## src/rtl/cache_pkg.sv

```systemverilog
// Shared definitions for the cache miss-fill controller: geometry, state encoding
// and the block-base address helper.
package cache_pkg;

  localparam int ADDR_WIDTH    = 16;
  localparam int WORDS_PER_BLK = 8;
  localparam int OFFSET_BITS   = 4;
  localparam int RECV_W        = $clog2(WORDS_PER_BLK);
  localparam int ISSUE_W       = RECV_W + 1;

  typedef enum logic {
    IDLE = 1'b0,
    FILL = 1'b1
  } fill_state_e;

  function automatic logic [ADDR_WIDTH-1:0] blk_base(input logic [ADDR_WIDTH-1:0] addr);
    logic [ADDR_WIDTH-1:0] mask;
    mask = '1;
    mask[OFFSET_BITS-1:0] = '0;
    return addr & mask;
  endfunction

endpackage

```

## src/rtl/fill_counter.sv

```systemverilog
// Up-counter with enable, synchronous clear and a flag that holds the count at MAX_VAL.
module fill_counter #(
  parameter int               WIDTH   = 4,
  parameter logic [WIDTH-1:0] MAX_VAL = '1
) (
  input  logic             clk,
  input  logic             rst,
  input  logic             en,
  input  logic             clr,
  output logic [WIDTH-1:0] cnt,
  output logic             sat
);

  assign sat = (cnt == MAX_VAL);

  always_ff @(posedge clk or posedge rst) begin
    if (rst) begin
      cnt <= '0;
    end else if (clr) begin
      cnt <= '0;
    end else if (en && !sat) begin
      cnt <= cnt + WIDTH'(1);
    end
  end

endmodule

```

## src/rtl/cache_fill_fsm.sv

```systemverilog
// Cache miss-fill controller: fetches a whole block word by word from memory,
// streams returned words into the data array and writes the tag after the last one.
module cache_fill_fsm
  import cache_pkg::*;
(
  input  logic                  clk,
  input  logic                  rst,
  input  logic                  miss_detected,
  input  logic [ADDR_WIDTH-1:0] miss_address,
  input  logic                  memory_data_valid,
  input  logic [15:0]           memory_data,
  output logic                  fsm_busy,
  output logic                  mem_enable,
  output logic [ADDR_WIDTH-1:0] memory_address,
  output logic                  write_data_array,
  output logic [RECV_W-1:0]     fill_word_idx,
  output logic [15:0]           fill_data,
  output logic                  write_tag_array
);

  // state | meaning
  // IDLE  | waiting for a miss; counters held at zero, base latched on miss
  // FILL  | issuing reads and writing returned words until the last word lands

  fill_state_e           state, state_nxt;
  logic [ADDR_WIDTH-1:0] base;
  logic [ISSUE_W-1:0]    issue_cnt;
  logic [RECV_W-1:0]     recv_cnt;
  logic                  issue_sat, recv_last;
  logic                  in_fill;

  assign in_fill = (state == FILL);

  fill_counter #(
    .WIDTH  (ISSUE_W),
    .MAX_VAL(ISSUE_W'(WORDS_PER_BLK))
  ) u_issue_cnt (
    .clk(clk),
    .rst(rst),
    .en (mem_enable),
    .clr(!in_fill),
    .cnt(issue_cnt),
    .sat(issue_sat)
  );

  // The receive count never needs to pass the last word index: the fill ends there.
  fill_counter #(
    .WIDTH  (RECV_W),
    .MAX_VAL(RECV_W'(WORDS_PER_BLK - 1))
  ) u_recv_cnt (
    .clk(clk),
    .rst(rst),
    .en (in_fill && memory_data_valid),
    .clr(!in_fill),
    .cnt(recv_cnt),
    .sat(recv_last)
  );

  always_ff @(posedge clk or posedge rst) begin
    if (rst) begin
      state <= IDLE;
      base  <= '0;
    end else begin
      state <= state_nxt;
      if (state == IDLE && miss_detected) begin
        base <= blk_base(miss_address);
      end
    end
  end

  assign fill_data = memory_data;

  always_comb begin
    state_nxt        = state;
    fsm_busy         = 1'b0;
    mem_enable       = 1'b0;
    memory_address   = '0;
    write_data_array = 1'b0;
    fill_word_idx    = '0;
    write_tag_array  = 1'b0;
    case (state)
      IDLE: begin
        if (miss_detected) begin
          state_nxt = FILL;
        end
      end
      FILL: begin
        fsm_busy         = 1'b1;
        mem_enable       = !issue_sat;
        // OR-ing the word offset into the cleared base keeps addresses inside the block.
        memory_address   = base | ADDR_WIDTH'({issue_cnt[RECV_W-1:0], 1'b0});
        write_data_array = memory_data_valid;
        fill_word_idx    = recv_cnt;
        if (memory_data_valid && recv_last) begin
          write_tag_array = 1'b1;
          state_nxt       = IDLE;
        end
      end
      default: state_nxt = IDLE;
    endcase
  end

endmodule

```

## config.mk

```make
export PLATFORM = sky130hd
export DESIGN_NAME = cache_fill_fsm
export DESIGN_NICKNAME = d
export VERILOG_FILES = /design/src/rtl/cache_pkg.sv /design/src/rtl/fill_counter.sv /design/src/rtl/cache_fill_fsm.sv
export SDC_FILE = /design/constraint.sdc
export NUM_CORES = 1
export LEC_CHECK = 0
export BUFFER_PORTS_ARGS = -buffer_cell sky130_fd_sc_hd__buf_2
export CORE_UTILIZATION = 45
export CTS_CLUSTER_SIZE = 25
export DETAILED_ROUTE_END_ITERATION = 10
export PLACE_DENSITY = 0.84
export SYNTH_ARGS = -nofsm -noshare
export SYNTH_HDL_FRONTEND = slang
export SYNTH_SLANG_ARGS = --single-unit
```

## constraint.sdc

```tcl
create_clock -name clk -period 3.7 [get_ports clk]
set_input_delay 0.185 -clock clk [delete_from_list [all_inputs] [get_ports clk]]
set_output_delay 0.185 -clock clk [all_outputs]
set_load 0.02 [all_outputs]
```

# After elaboration in Yosys (flattened, before gate mapping)
# Cells that the tools add are included.
dict set report word_totals {
  register_bits 20
  elab_cells 33
  output_inout_bits 39
  inputBits 36
}
dict set report classes {
  n_eq_ne 4
  n_reduce_logical 7
  bitwise 2
  n_addsub 2
  muxes 14
}
# cell count
set op_table {}
lappend op_table {{$mux W16} 1}
lappend op_table {{$or A16 B4 Y16} 1}
lappend op_table {{$mux W3} 3}
lappend op_table {{$mux W4} 2}
lappend op_table {{$mux W1} 7}
lappend op_table {{$logic_and A1 B1 Y1} 5}
lappend op_table {{$add A4 B1 Y4 const B} 1}
lappend op_table {{$eq A4 B4 Y1 const B} 1}
lappend op_table {{$ne A2 B1 Y1 const B} 2}
lappend op_table {{$add A3 B1 Y3 const B} 1}
lappend op_table {{$eq A3 B3 Y1 const B} 1}
lappend op_table {{$logic_not A1 Y1} 2}
lappend op_table {{$pmux W1 S2} 1}
lappend op_table {{$not A1 Y1} 1}

# Longest topological paths before layout
dict set report logic_depth {
  word_depth 6
  ltp_mapped 5
  depth_no_buf 5
}

# Cells and area by module
# A second synthesis with hierarchy kept.
dict set report unflattened {
  cells_unflattened 113
  hier_area_um2 1226.2
}
# module instances seq_area_each_um2 area_per_inst_um2 cells_per_inst
set modules_own_cells {}
lappend modules_own_cells {cache_fill_fsm 1 325.3 802.0 72}
lappend modules_own_cells {{fill_counter (u_issue_cnt)} 1 100.1 236.5 25}
lappend modules_own_cells {{fill_counter (u_recv_cnt)} 1 75.1 187.7 16}

# Worst setup path before layout
# Ideal clock, no wire load.
dict set report synth_timing {
  path_type {reg2reg}
  from {register u_recv_cnt.cnt[0]}
  to {register u_recv_cnt.cnt[1]}
  arrival_time_ns 1.233
  required_time_ns 3.580
  synth_period_minus_slack_ns 1.353
  stages_incl_launch_ff 6
  setup_time_ns 0.120
  slack_ns 2.347
  path_buffers 0
  path_cell_list {dfrtp_1 ha_1 ha_1 and2b_1 mux2i_1 nor2b_1}
}
dict set report synth_via {
  elab_chain_len 4
  word_cells_on_any_way 7
  classes_between {add/sub (1); eq/ne (2); mux (2); reduce/logical (2)}
}
# item line_no
set synth_lines {}
lappend synth_lines {{start: declaration} fill_counter.sv:10} ;# output logic [WIDTH-1:0] cnt,
lappend synth_lines {{start signal: assignment} fill_counter.sv:22} ;# cnt <= cnt + WIDTH'(1);
lappend synth_lines {{parallel branches: the longest is 4 deep, another holds $add A3 B1 Y3} --}
# Several ways; the timed one is not identified. The select of a mux whose other input is x is not followed.
# A chain may end at the register's enable or synchronous reset.

# Final worst setup path
dict set report layout_timing {
  from {register state (netlist: in_fill)}
  to {output port write_tag_array}
}
dict set report layout_via {
  elab_chain_len 1
}
# item line_no
set layout_lines {}
lappend layout_lines {{start: declaration} cache_fill_fsm.sv:25} ;# fill_state_e state, state_nxt;
lappend layout_lines {{start signal: assignment} cache_fill_fsm.sv:64} ;# state <= state_nxt;
lappend layout_lines {{$mux W1} cache_fill_fsm.sv:81} ;# case (state)
lappend layout_lines {{end: declaration} cache_fill_fsm.sv:18} ;# output logic write_tag_array
# Every way passes these cells.

==> run metrics <==
final setup TNS=0 ns; worst reg-to-reg setup slack=2.04 ns; Max FO, Critical Path=31; Worst-Margin Slew=0.743 ns; fmax=between 500 and 600 MHz; fin crit period=1.74 ns; max-cap violations=0; min-delay worst type=input pin to asynchronous set/reset pin; drt wl/cell=11.9 microns; First-pass DRT Iterations=3; Tcrit/Tclk final=roughly 47%; Synth async-reset ratio=100%; worst skew pair latency=0.28 ns; CP Cell Sequence=and3_1, buf_2; H-tree depth=1; register bit total from synthesis=20; number of global-route vias before repair=678; Critical Path AT=1.56 ns; Ports=between 70 and 80; IO Port Bufs=37; TritonCTS clock tree=done; die height=53.2 microns; Cells after DPL=151; EDFF count, synth=0; DP Wirelength=1.41 mm; Max IR drop VDD=0.489 mV; startpoint types=register; Worst Path Buf+Inv=1; post-synth top area cell=dfrtp_1; Crit path max-delay family=flip-flops; CTS Root Cell=clkbuf_4; row cnt=18; first-pass GRT wire length=about 2.9 mm; PnR worst setup slack=~2 ns; antenna violations before repair=0; post-synth top area share=42.5%; fraction of layout cells with a size suffix above 1=a little over two fifths; library cells used by synthesis=25; max_slew headroom=50.4%; RR Startpoint=in_fill$_DFF_PP0_; pwr dens=895 nW/um^2; routability-driven placement congestion ratio=0.678; Final Hold Viols=0; core box area=2480 sq um; Finished Layout Cells=154; initial DRC count=3; max-slew violations=0; total setup buffers inserted after CTS=0; count leader, synth=and2_1; # hold bufs at CTS=0; top area cells in the synthesized netlist=dfrtp_1 (43%), mux2_4 (13%), and2_1 (12%), buf_4 (11%), ha_1 (4.3%); Tot Pwr=1.14 mW; post-layout util=about 51%; clock buffer depth=2; # setup viols final=0; synth warn=0; vias=737; DR DRC count=0; Initial Utilization=47.5%; largest net degree at the start of global routing=32; sequential area share after synthesis=42.5%; total CTS buffers=3; antenna-violating nets left=0; CTS resizes=0; Cells after Synth=105; clk sink count=20; Die Area=2820 sq um; syn_area_per_cell=11.2 sq um; final net count=166; Final Routed Wirelength=1.83 mm; CP max stage delay=0.83 ns; Remaining Overflow, GRT=0; crit path launch=in_fill$_DFF_PP0_; CP endpoint kind=primary output; outcome=complete, no violations; Post-Syn Nets=approximately 150; Antenna Cells=0; Clock Skew=0.000790 ns; Crit-path slowest cell=dfrtp_1; RSZ-0062 raised after global routing=no; Leak Pwr=0.655 nW; Primary FF master, synth=dfrtp_1; synth cell count leaders=and2_1 (22), dfrtp_1 (20), buf_4 (17), mux2_4 (10); Vias/cell=4.79; Post-Place Setup Slack=2.01 ns; clock slew seen by the registers of the worst setup and hold paths=roughly 0.10 ns; area growth from synthesis to final layout=7.86%; Die Width=53.2 microns; Worst Setup Path Type=register to primary output; worst path required time=around 3.5 ns; gr usage total=13.9%; synthesized area=about 1200 sq um
flip-flops by register name, indices dropped and copies added (netlist names):
signal           cells
u_issue_cnt.cnt      4
u_recv_cnt.cnt       3
base                12
in_fill              1
worst paths after layout:
| path | to | depth (start not counted) |
|---|---|---|
| setup / recovery | write_tag_array | 2 |
| hold / removal | base[11]$_DFFE_PP0P_ | 2 |
| setup reg to reg | base[9]$_DFFE_PP0P_ | 2 |
| hold reg to reg | base[11]$_DFFE_PP0P_ | 1 |
| max in group asynchronous | u_recv_cnt.cnt[2]$_DFFE_PP0P_ | 2 |
| min in group clk | base[13]$_DFFE_PP0P_ | 2 |
logic make-up (layout without fill, tap and decap cells):
logic type | count (synthesis) | count (layout) | synth area share, %
simple gates | 36 | 36 | 19.0
buf+inv | 25 | 44 | 14.2
flops | 20 | 20 | 42.5
mux | 14 | 14 | 16.4
fa+ha+maj | 4 | 4 | 4.25
xor+xnor | 3 | 3 | 2.23
compound gates | 2 | 2 | 1.06
other cells | 1 | 1 | 0.319
cell type report:
| cell class | instances | area (sq um) |
|---|---|---|
| Timing Repair Buffer | 37 | 185 |
| Inverter | 4 | 15.0 |
| Clock buffer | 3 | 22.5 |
| Multi-Input combinational cell | 60 | 509 |
| Tap cell | 30 | 37.5 |
| Sequential cell | 20 | 500 |
| Fill cell | 242 | 1210 |
layer usage:
metal  wire [microns]  part of all wire (%)  global-route usage, %
met5                0                     0                      0
met4               13                  0.71                   5.70
met3              148                   8.1                   2.87
met2              851                    46                   23.2
met1              820                    45                   17.3
where the power goes:
part / switching, mW / internal, mW / leakage, nW
sequential: 0.0867 / 0.326 / 0.240
combinational: 0.320 / 0.307 / 0.401
clock: 0.0592 / 0.0377 / 0.0138
metrics by stage:
stage	cell area, sq um	hold WS (ns)
4_1_cts	1270	0.0338
3_5_place_dp	1250	0.355
5_1_grt	1270	0.0671
6_report	1270	0.0101
2_1_floorplan	1180	0.149
3_3_place_gp	1250	0.337
placed cells by master, fill, tap and decap left out, drive strengths merged:
cell type / instances
nor2: 2
mux2i: 2
ha: 4
nand3b: 2
buf: 37
and3: 1
xnor2: 2
nand2b: 1
clkbuf: 3
xor2: 1
nor2b: 3
conb: 1
nand3: 2
dfrtp: 20
mux2: 12
and2b: 1
o21ai: 1
nand2: 2
and2: 22
inv: 4
a21boi: 1
No activity file was read; power rests on OpenSTA's default activity.
